### config.mk
export PLATFORM = sky130hd
export DESIGN_NAME = a2d_intf
export DESIGN_NICKNAME = d
export VERILOG_FILES = /design/src/rtl/a2d_intf.sv
export SDC_FILE = /design/constraint.sdc
export NUM_CORES = 1
export LEC_CHECK = 0
export BUFFER_PORTS_ARGS = -buffer_cell sky130_fd_sc_hd__clkbuf_2
export CAP_MARGIN = 20
export CELL_PAD_IN_SITES_DETAIL_PLACEMENT = 1
export CELL_PAD_IN_SITES_GLOBAL_PLACEMENT = 1
export CORE_UTILIZATION = 35
export DETAILED_ROUTE_END_ITERATION = 12
export GPL_ROUTABILITY_DRIVEN = 0
export HOLD_SLACK_MARGIN = 0.02
export PLACE_DENSITY_LB_ADDON = 0.1
export RECOVER_POWER = 50
export SYNTH_ARGS = -nofsm -noshare
export SYNTH_HDL_FRONTEND = slang
export SYNTH_SLANG_ARGS = --single-unit
### constraint.sdc
create_clock -name clk -period 2.6 [get_ports clk]
set_input_delay 0.13 -clock clk [delete_from_list [all_inputs] [get_ports clk]]
set_output_delay 0.13 -clock clk [all_outputs]
set_load 0.02 [all_outputs]
### src/rtl/a2d_intf.sv
// a2d_intf: SPI master that runs a two-transfer ADC conversion and returns a 12-bit result
module a2d_intf #(
  parameter int SCLK_DIV = 32
) (
  input  logic        clk,
  input  logic        rst_n,
  input  logic        strt_cnv,
  input  logic [2:0]  chnnl,
  output logic        cnv_cmplt,
  output logic [11:0] res,
  output logic        SS_n,
  output logic        SCLK,
  output logic        MOSI,
  input  logic        MISO
);
  localparam int DW = $clog2(SCLK_DIV);
  localparam logic [DW-1:0] HM1 = DW'(SCLK_DIV / 2 - 1);
  localparam logic [DW-1:0] LAST = DW'(SCLK_DIV - 1);
  typedef enum logic [2:0] {IDLE, XFER1, PAUSE, XFER2, CMPLT} state_t;
  state_t state;
  logic [DW-1:0] div;
  logic [3:0] bitc;
  logic [15:0] tx, rx;
  logic [2:0] chan;
  logic last;
  assign last = div == LAST;
  // Outputs are registered alongside the state, so each is computed for the cycle after the edge
  always_ff @(posedge clk)
    if (!rst_n) begin
      state <= IDLE;
      div <= '0;
      bitc <= '0;
      tx <= '0;
      rx <= '0;
      chan <= '0;
      res <= '0;
      cnv_cmplt <= 1'b0;
      SS_n <= 1'b1;
      SCLK <= 1'b1;
      MOSI <= 1'b0;
    end else
      case (state)
        IDLE: if (strt_cnv) begin
          state <= XFER1;
          chan <= chnnl;
          tx <= {2'b00, chnnl, 11'h000};
          rx <= '0;
          cnv_cmplt <= 1'b0;
          div <= '0;
          bitc <= '0;
          SS_n <= 1'b0;
          SCLK <= 1'b0;
          MOSI <= 1'b0;
        end
        PAUSE: if (last) begin
          state <= XFER2;
          tx <= {2'b00, chan, 11'h000};
          div <= '0;
          bitc <= '0;
          SS_n <= 1'b0;
          SCLK <= 1'b0;
          MOSI <= 1'b0;
        end else
          div <= div + 1'b1;
        XFER1, XFER2: begin
          div <= last ? '0 : div + 1'b1;
          SCLK <= !last && div >= HM1;
          if (div == HM1) rx <= {rx[14:0], MISO};
          if (last) begin
            tx <= {tx[14:0], 1'b0};
            MOSI <= tx[14];
            bitc <= bitc + 1'b1;
            if (bitc == 4'd15) begin
              state <= state == XFER1 ? PAUSE : CMPLT;
              SS_n <= 1'b1;
              SCLK <= 1'b1;
              MOSI <= 1'b0;
              if (state == XFER2) begin
                res <= rx[11:0];
                cnv_cmplt <= 1'b1;
              end
            end
          end
        end
        CMPLT: state <= IDLE;
        default: state <= IDLE;
      endcase
endmodule

After elaboration in Yosys (flattened, before gate mapping)
Cells that the tools add are included.
Word-level totals
  bits in registers: 58
  input bits: 7
  output and inout bits: 16
Cells by class
  add/sub/neg operators: 2
  magnitude comparators: 1
  equal/unequal tests: 12
  muxes and demuxes: 35
  reduce and logical (&&, ||, !) cells: 17
Operators by type and width (number)
  15-bit 2-to-1 mux: 3
  15-bit one-hot mux with 3 select lines: 1
  12-bit 2-to-1 mux: 2
  12-bit one-hot mux with 2 select lines: 1
  3-bit 2-to-1 mux: 5
  4-bit 2-to-1 mux: 3
  2-bit != test, second input constant: 6
  4-bit one-hot mux with 3 select lines: 1
  4-bit AND reduction: 3
  1-bit 2-to-1 mux: 11
  5-bit 2-to-1 mux: 2
  5-bit one-hot mux with 2 select lines: 1
  5-bit AND reduction: 2
  1-bit one-hot mux with 3 select lines: 3
  3-bit one-hot mux with 3 select lines: 1
  3-bit by 2-bit equality test with 1-bit output, second input constant: 2
  3-bit AND reduction: 2
  5-bit by 1-bit adder with 5-bit output, second input constant: 1
  5-bit by 4-bit equality test with 1-bit output, second input constant: 1
  5-bit equality test, second input constant: 1
  5-bit by 4-bit greater-or-equal comparator with 1-bit output, second input constant: 1
  4-bit by 1-bit adder with 4-bit output, second input constant: 1
  4-bit equality test, second input constant: 1
  2-bit AND reduction: 2
  other kinds (9): 10

Longest topological paths before layout
Gate-level depths: netlist of the first run.
  word-level depth: 6
  gate-level depth with buffers: 7
  mapped depth without buffers: 6

Worst setup path after synthesis of the first run
OpenSTA, ideal clock, no wires.
  path kind: register to register
  from: reg div[0]
  to: reg res[0]
  setup time: 72 ps
  arrival: 1726 ps
  data required time: 2528 ps
  path slack: 803 ps
  cell stages (with the launch flop): 8
  buffers on the path: 1
  period minus slack after synthesis: 1797 ps
  path through: dfxtp_1 -> ha_1 -> and3_1 -> ha_1 -> and4_1 -> nand3_1 -> buf_4 -> mux2i_1
On the way
  cells in the longest elaborated chain, start to end: 2
Ends and longest elaborated chain
  start, declared: RTL line 21  | logic [DW-1:0] div;
  start signal, assigned: RTL line 64  | div <= div + 1'b1;
  start signal, assigned: RTL line 66  | div <= last ? '0 : div + 1'b1;
  5-bit equality test: RTL line 26  | assign last = div == LAST;
  4-bit AND reduction (no line)
  end signal, assigned: RTL line 79  | res <= rx[11:0];
  end, declared: RTL line 10  | output logic [11:0] res,
Every way passes these cells.
A chain may end at the register's enable or synchronous reset.

Worst setup path after layout of the first run
  from: reg state[0]
  to: reg rx[7]
On the way
  cells in the longest elaborated chain, start to end: 4
Ends and longest elaborated chain
  start, declared: RTL line 20  | state_t state;
  start signal, assigned: RTL line 74  | state <= state == XFER1 ? PAUSE : CMPLT;
  3-bit by 1-bit equality test with 1-bit output / 3-bit by 2-bit equality test with 1-bit output (equally long branches): RTL line 42  | case (state)
  2-bit OR reduction: RTL line 42
  2-bit != test (no line) / 2-bit nonzero test (equally long branches)
  3-bit AND reduction (no line)
  end signal, assigned: RTL line 68  | if (div == HM1) rx <= {rx[14:0], MISO};
  end, declared: RTL line 23  | logic [15:0] tx, rx;
Parallel ways exist; a longest one is shown, timed or not.

==> impl_metrics.csv, run 1 <==
group,metric,value,unit
run_status,status,"finished, final reports clean",
drt,viasPerCell,5.348,
clocking,cts_setup_buffers,0,
sta,rsz0062_at_grt,"no",
clocking,numCtsBuffers,5,
clocking,cts.sinks,47,
layout,num_antenna_cells,0,
sta,period_needed,2.289,ns
global_routing,grt_overflow,0,
global_routing,antenna_found_initial,0,
placed_design,place_inst,320,
synthesis,synth-seq-cells,47,
clocking,postCtsHoldBufs,0,
layout,fillers,731,
setup_path,worstRegToRegCells,4,
setup_path,r2r-end,"rx[7]$_SDFFE_PN0P_",
sta,drv_slew,0,
synthesis,synth-edff-count,0,
synthesis,synth_ff_type,"dfxtp_1",
power,power_density,554.4,nW/um^2
sta,min_period_over_period,0.8805,
drt,vias,1754,
setup_path,cp_data_arrival_time,2.52,ns
floorplan,die_x,80.89,um
placed_design,io_buffers,22,
clocking,path_clk_slew,0.10,ns
drt,drcViolationCount,0,
setup_path,crit_path_start_kind,"register",
layout,syn2layout_area_growth,9.247,%
synthesis,synth_nets,247,
hold_path,hold_path_class,"in2reg",
setup_path,crit_fanout,26,
power,cellLeakagePower,0.9199,nW
drt,drt_wl_total,5.126,mm
hold_path,hold_path_depth,3,
setup_path,r2r_start,"state[0]$_SDFFE_PN0P_",
setup_path,regToRegSetupSlack,0.31,ns
setup_path,cp-endpoint,"rx[7]$_SDFFE_PN0P_",
global_routing,grt_usage,0.1743,
floorplan,rows,28,
synthesis,syn_area,2178,um^2
layout,drive_above_1_share,0.08696,
synthesis,yosysUniqueCellTypes,45,
sta,finalHoldViolations,0,
floorplan,ioPinCount,23,
sta,fmax,436.8,MHz
drt,drt_iter0_markers,69,
layout,fin_nets,263,
drt,wl_per_cell,15.63,um
sta,setup_tns,0,ns
global_routing,grt_max_degree,27,
floorplan,coreArea,5956,um^2
floorplan,dieArea,6543,um^2
drt,drt-pass1-iter-count,4,
synthesis,ys_warn_count,0,
synthesis,yosysSeqAreaShare,0.4319,
clocking,htree_levels,2,
setup_path,critPathKind,"reg2reg",
clocking,insertion_delay,0.31,ns
drt,ant_nets,0,
setup_path,critPathRequiredTime,2.83,ns
global_routing,grt_pass1_wl,8.776,mm
sta,finalSetupViolCount,0,
floorplan,start_util,0.3658,
sta,max_slew_margin,0.4014,
synthesis,avgSynthCellArea,9.230,um^2
power,peakVddDrop,0.2149,mV
layout,finalNonFillerCells,328,
setup_path,crit_path_start,"state[0]$_SDFFE_PN0P_",
clocking,cts_tree,"yes",
sta,clock_skew,0.01651,ns
run,drv_cap,0,
floorplan,die_h,80.89,um
clocking,root_buffer,"clkbuf_8",
setup_path,end_kind,"register",
placed_design,dpl.hpwl,3.469,mm
synthesis,synthCells,236,
synthesis,async_flop_share,0,
sta,worst_pin_slew,0.8978,ns
clocking,cts.repair.resized,0,
clocking,clk_path_buf_depth,2,
global_routing,grt_pass1_vias,1744,
==> synth_stat cells, drive strengths merged, types with 2 or more instances <==
master / number / area share
a211oi: 7 / 0.024
a21o: 2 / 0.0069
a21oi: 13 / 0.032
a222oi: 2 / 0.0092
and3b: 3 / 0.012
buf: 9 / 0.030
clkbuf: 8 / 0.014
dfxtp: 47 / 0.43
ha: 4 / 0.023
inv: 7 / 0.012
mux2i: 27 / 0.12
nand2: 44 / 0.076
nand3: 7 / 0.016
nor2: 2 / 0.0034
nor2b: 3 / 0.0086
nor3: 2 / 0.0046
o2111ai: 3 / 0.012
o211a: 2 / 0.0092
o211ai: 6 / 0.021
o21ai: 6 / 0.014
o21bai: 2 / 0.0069
o311ai: 4 / 0.016
o31ai: 3 / 0.010
or2: 2 / 0.0057
or3: 3 / 0.0086
or4: 2 / 0.0069
==> per-stage QoR <==
| stage | util | total power, mW | hold slack (ns) | worst slack [ns] | cell area (um^2) |
|---|---|---|---|---|---|
| 2_1_floorplan | - | 0.8531 | 0.2660 | 0.8028 | 2178 |
| 3_3_place_gp | 0.3889 | 0.8794 | 0.3671 | 0.6112 | 2316 |
| 3_5_place_dp | 0.3889 | 0.8797 | 0.3742 | 0.5822 | 2316 |
| 4_1_cts | 0.4042 | 1.346 | 0.03118 | 0.5335 | 2407 |
| 5_1_grt | 0.3996 | 1.378 | 0.04354 | 0.2025 | 2380 |
| 6_report | 0.3996 | 1.319 | 0.03619 | 0.3108 | 2380 |
==> kinds of logic (layout without fill, tap and decap cells) <==
family	after synthesis	in the layout	share of synthesized area
buffers and inverters	25	42	0.05801
multiplexers	27	27	0.1241
adder cells (fa/ha/maj)	4	4	0.02298
AO/OA/AOI/OAI	55	55	0.1798
flip-flops	47	47	0.4319
AND/OR/NAND/NOR	78	78	0.1832
==> cell type report <==
class | count | area (um^2) | share of cell area
multi-input combinational | 164 | 1111 | 0.4669
clock inverter | 3 | 22.52 | 0.009464
tap | 75 | 93.84 | 0.03943
timing repair buffer | 26 | 112.6 | 0.04732
clock buffer | 5 | 68.82 | 0.02892
inverter | 8 | 30.03 | 0.01262
sequential | 47 | 940.9 | 0.3954
==> cell usage in the layout (no fill, tap or decap), drive strengths merged, types with 4 or more instances in the layout <==
cell     n
clkbuf  29
ha       4
a211oi   7
nand3    7
inv      8
nand2   44
mux2i   27
a21oi   13
o21ai    6
dfxtp   47
o311ai   4
o211ai   6
==> how the worst min path moves through the flow <==
stage	from	endpoint	slack (ns)
final	MISO	rx[0]$_SDFFE_PN0P_	0.04
after global routing	MISO	rx[0]$_SDFFE_PN0P_	0.04
after CTS	MISO	rx[0]$_SDFFE_PN0P_	0.03
after detailed placement	MISO	rx[0]$_SDFFE_PN0P_	0.37
after global placement	MISO	rx[0]$_SDFFE_PN0P_	0.37
after floorplan	chnnl[0]	chan[0]$_SDFFE_PN0P_	0.27
==> state kept, by name, indices dropped and copies added, names as in the netlist <==
name	flops
div	5
SS_n	1
rx	12
bitc	4
MOSI	1
chan	3
res	12
SCLK	1
state	3
tx	4
cnv_cmplt	1
==> critical path: stages, from the launching register on <==
cell	delay, ns
dfxtp_1	0.58
or3b_4	0.53
a21oi_2	0.11
clkbuf_1	0.69
mux2i_1	0.29
==> where the power goes <==
part / switching, mW / internal [mW]
Sequential: 0.0181 / 0.734
Clock: 0.264 / 0.193
Combinational: 0.0680 / 0.0420
==> routing by layer <==
layer	GRT usage	part of all wire	up-vias
met1	0.2538	0.53	846
li1	-	-	884
met2	0.2563	0.43	18
met5	0	0	-
met3	0.03708	0.025	6
met4	0.04821	0.012	0
Power figures use the tool's default switching activity.
==> inputs of run 2 (changes only) <==
CORE_ASPECT_RATIO = 1.25   (was default)
==> impl_metrics.csv, run 2 (synthesis gave the netlist of run 1 again) <==
group,metric,value,unit
power,p_seq_frac,0.539,
power,power.switching,0.3340,mW
power,power_density,579.0,nW/um^2
global_routing,antenna_found_initial,0,
global_routing,grt_pass1_vias,1850,
clocking,cts.sinks,47,
clocking,cts.repair.resized,0,
sta,min_period_over_period,0.8108,
floorplan,ioPinCount,23,
sta,worst_pin_slew,1.039,ns
drt,ant_nets,0,
global_routing,use_met1,0.2086,
run,drv_cap,0,
floorplan,dieArea,6545,um^2
sta,finalHoldViolations,0,
clocking,insertion_delay,0.30,ns
sta,setup_tns,0,ns
floorplan,rows,31,
layout,num_antenna_cells,0,
setup_path,critPathRequiredTime,2.83,ns
sta,rsz0062_at_grt,"no",
hold_path,hold_path_class,"in2reg",
layout,drive_above_1_share,0.07905,
drt,drt-pass1-iter-count,6,
run_status,status,"finished, final reports clean",
global_routing,met3_usage,0.03475,
layout,final_area,2400,um^2
power,peakVddDrop,0.2389,mV
floorplan,start_util,0.3695,
power,combinationalPowerShare,0.081,
global_routing,met2_usage,0.3100,
power,power.share.clock,0.380,
clocking,cts_tree,"yes",
clocking,path_clk_slew,0.09,ns
setup_path,critPathKind,"reg2reg",
power,cellInternalPower,1.056,mW
drt,drcViolationCount,0,
layout,syn2layout_area_growth,10.17,%
layout,fillers,719,
floorplan,die_h,90.21,um
placed_design,placed_area,2332,um^2
setup_path,crit_fanout,17,
placed_design,io_buffers,22,
layout,most-common-layout-cells,"47 x dfxtp_1, 44 x nand2_1, 27 x mux2i_1, 17 x clkbuf_1, 13 x a21oi_1",
setup_path,slowest_delay,0.49,ns
setup_path,slowest_stage,"dfxtp_1",
global_routing,grt_max_degree,35,
global_routing,grt_pass1_wl,9.045,mm
clocking,clk_path_buf_depth,2,
clocking,numCtsBuffers,5,
sta,fmax,474.4,MHz
setup_path,end_kind,"register",
layout,reg_top3,"res x12, rx x12, div x5",
drt,vias,1802,
drt,drt_iter0_markers,61,
layout,fin_nets,264,
clocking,postCtsHoldBufs,0,
global_routing,grt.busiest_layer,"met2",
drt,viasPerCell,5.379,
setup_path,crit_path_start_kind,"register",
drt,drt_wl_total,5.292,mm
global_routing,grt_overflow,0,
clocking,htree_levels,2,
drt,wl_per_cell,15.80,um
power,cellLeakagePower,0.9272,nW
setup_path,cp_data_arrival_time,2.34,ns
power,power.share.switching,0.2403,
placed_design,dpl.hpwl,3.610,mm
setup_path,crit_path_cell_trace,"clkbuf_1 -> or3b_1 -> a21oi_1 -> clkbuf_2 -> mux2i_1",
floorplan,die_x,72.56,um
sta,max_slew_margin,0.2975,
clocking,root_buffer,"clkbuf_8",
floorplan,coreArea,5896,um^2
clocking,cts_setup_buffers,0,
power,power,1.390,mW
layout,layout_commonest_cell,"dfxtp_1",
global_routing,grt_usage,0.1752,
sta,finalSetupViolCount,0,
sta,drv_slew,0,
sta,clock_skew,0.005443,ns
sta,period_needed,2.108,ns
run 2: worst paths after layout:
path	start	to	slack (ns)	depth (start not counted)
max	state[0]$_SDFFE_PN0P_	rx[5]$_SDFFE_PN0P_	0.49	5
min	MISO	rx[0]$_SDFFE_PN0P_	0.06	3
max reg2reg	state[0]$_SDFFE_PN0P_	rx[5]$_SDFFE_PN0P_	0.49	5
min reg2reg	chan[0]$_SDFFE_PN0P_	chan[0]$_SDFFE_PN0P_	0.46	2
run 2: cell type report:
type,count,area (um^2),area share
clock buffer,5,68.82,0.02868
clock inverter,2,37.54,0.01564
inverter,8,30.03,0.01251
multi-input combinational,164,1099,0.4578
sequential,47,940.9,0.3921
tap,82,102.6,0.04275
timing repair buffer,27,121.4,0.05057
run 2: per-stage QoR:
step | util | setup slack [ns] | std cells | hold slack (ns)
after CTS | 0.4136 | 0.5731 | 335 | 0.04315
after detailed placement | 0.3956 | 0.6037 | 328 | 0.3706
after global routing | 0.4070 | 0.2713 | 335 | 0.05563
after global placement | 0.3956 | 0.7007 | 328 | 0.3710
after floorplan | - | 0.8028 | 236 | 0.2660
final | 0.4070 | 0.4920 | 335 | 0.05665
run 2: power by group through the flow:
stage / sequential (mW) / clock (mW) / combinational (mW)
3_3_place_gp: 0.766 / 0 / 0.118
4_1_cts: 0.749 / 0.557 / 0.119
6_report: 0.749 / 0.528 / 0.112
3_5_place_dp: 0.766 / 0 / 0.119
5_1_grt: 0.752 / 0.580 / 0.124
2_1_floorplan: 0.761 / 0 / 0.0920
run 2: critical path: cells and delay by family (launching register included):
kind / cells / cell delay, ns
simple gates: 1 / 0.48
mux: 1 / 0.23
flops: 1 / 0.49
compound gates: 1 / 0.16
buf+inv: 2 / 0.68
run 2: routing by layer:
layer | routed length (um) | vias to the layer above | share of wire
met3 | 131 | 5 | 0.025
met1 | 2397 | 894 | 0.45
met4 | 42 | 0 | 0.0079
met2 | 2721 | 23 | 0.51
met5 | 0 | - | 0
li1 | - | 880 | -
==> inputs of run 3 (changes only) <==
clock period = 1.9 ns   (was 2.6 ns; I/O delays follow)
==> impl_metrics.csv, run 3 (synthesis gave the netlist of run 1 again) <==
group,metric,value,unit
setup_path,critical_path_cell_count,8,
sta,min_period_over_period,0.9397,
sta,rsz0062_at_grt,"no",
drt,drt_wl_total,5.645,mm
hold_path,hold_path.startpoint,"chnnl[2]",
setup_path,cp_data_arrival_time,1.98,ns
run_status,status,"finished, final reports clean",
power,peakVddDrop,0.3907,mV
drt,ant_nets,0,
layout,fillers,728,
global_routing,grt_pass1_vias,1923,
sta,clock_skew,0.005054,ns
global_routing,grt_usage,0.1893,
sta,setup_tns,0,ns
floorplan,coreArea,5896,um^2
floorplan,rows,31,
sta,finalHoldViolations,0,
setup_path,worstRegToRegCells,8,
setup_path,slowest_delay,0.33,ns
setup_path,cpLargestDelayFamily,"compound AO/OA/AOI/OAI gates",
layout,multi_input_comb_area,1121,um^2
setup_path,crit_path_start_kind,"register",
clocking,cts_tree,"yes",
drt,drt-pass1-iter-count,4,
setup_path,crit_path_start,"div[0]$_SDFFE_PN0P_",
clocking,clk_path_buf_depth,2,
sta,worst_pin_slew,0.9459,ns
hold_path,hold_path_class,"in2reg",
setup_path,r2r_start,"div[0]$_SDFFE_PN0P_",
power,cellLeakagePower,1.022,nW
clocking,path_clk_slew,0.09,ns
layout,fin_nets,280,
placed_design,dpl.hpwl,3.951,mm
setup_path,end_kind,"register",
placed_design,io_buffers,22,
drt,drt_iter0_markers,74,
sta,whs,0.03111,ns
drt,viasPerCell,5.202,
power,power_density,772.2,nW/um^2
sta,fmax,560.1,MHz
sta,max_slew_margin,0.3646,
run,drv_cap,0,
setup_path,crit_path_cell_trace,"ha_1 -> and3_4 -> ha_4 -> buf_4 -> nand4_1 -> buf_4 -> o211ai_1 -> a221o_1",
layout,reg_top3,"res x12, rx x12, div x5",
drt,vias,1831,
hold_path,hold_path_depth,3,
drt,drcViolationCount,0,
sta,fin_ws,0.1145,ns
global_routing,grt_pass1_wl,9.687,mm
clocking,numCtsBuffers,5,
layout,seqCellArea,942.2,um^2
setup_path,cp_common_cell,"buf_4",
layout,syn2layout_area_growth,18.27,%
floorplan,dieArea,6545,um^2
floorplan,start_util,0.3695,
layout,drive_above_1_share,0.1519,
placed_design,place_ws,0.01813,ns
setup_path,critPathRequiredTime,2.10,ns
setup_path,crit_fanout,5,
setup_path,slowest_stage,"dfxtp_1",
clocking,htree_levels,2,
sta,finalSetupViolCount,0,
layout,num_antenna_cells,0,
floorplan,die_x,72.56,um
layout,layout_commonest_cell,"dfxtp_1",
global_routing,grt_overflow,0,
setup_path,critPathKind,"reg2reg",
sta,drv_slew,0,
layout,most-common-layout-cells,"46 x dfxtp_1, 44 x nand2_1, 27 x mux2i_1, 19 x buf_4, 16 x clkbuf_1",
clocking,root_buffer,"clkbuf_8",
sta,period_needed,1.785,ns
setup_path,crit_buf_inv,2,
floorplan,die_h,90.21,um
clocking,insertion_delay,0.30,ns
global_routing,grt_max_degree,26,
global_routing,antenna_found_initial,0,
floorplan,ioPinCount,23,
drt,wl_per_cell,16.04,um
clocking,cts.sinks,47,
==> run 3: cell types whose count changed in the layout (fill, tap and decap cells not counted), sizes merged <==
cell,delta
buf,+17
clkbuf,-1
clkinv,+1
clkinvlp,-1
dlygate4sd3,+1
==> run 3: layout make-up <==
cell class,instances,share of cell area
well taps,82,0.03983
clock buffers,6,0.03205
inverters,8,0.01166
clock inverters,2,0.01360
flip-flops and latches,47,0.3657
repair buffers,43,0.1020
multi-input cells,164,0.4352
==> run 3: path summary, 6_finish.rpt <==
path	end	slack, ns
setup / recovery	SCLK$_SDFFE_PN1P_	0.11
hold / removal	chan[2]$_SDFFE_PN0P_	0.03
setup reg to reg	SCLK$_SDFFE_PN1P_	0.11
hold reg to reg	res[6]$_SDFFE_PN0P_	0.46
==> run 3: per-layer routing <==
layer | vias up | GRT usage | share of wire
li1 | 921 | - | -
met2 | 19 | 0.3310 | 0.51
met1 | 885 | 0.2324 | 0.46
met4 | 0 | 0.05882 | 0.012
met3 | 6 | 0.03027 | 0.018
met5 | - | 0 | 0
==> run 3: per-stage QoR <==
stage	area, um^2	instances	util	power, mW
6_report	2576	352	0.4370	1.989
5_1_grt	2576	352	0.4370	2.068
4_1_cts	2580	351	0.4376	2.012
3_5_place_dp	2450	342	0.4155	1.235
3_3_place_gp	2450	342	0.4155	1.234
2_1_floorplan	2178	236	-	1.167
==> run 3: where the power goes <==
part	internal, mW	total (mW)	switching (mW)
Clock	0.426	0.780	0.354
Sequential	1.00	1.02	0.0153
Combinational	0.0788	0.189	0.111
Total	1.51	1.99	0.480
==> run 3: tightest hold or removal path, cell delays in order <==
cell	delay (ns)
clkbuf_2	0.09
nand2_1	0.05
a21oi_1	0.05
==> run 3: repair_timing <==
action / 4_1_cts / 5_1_grt
hold buffers: 1 / 0
buffers inserted: 0 / 1
gates resized for setup: 1 / 4
endpoints found under the hold margin: 1 / 0
setup endpoints to repair: 1 / 8
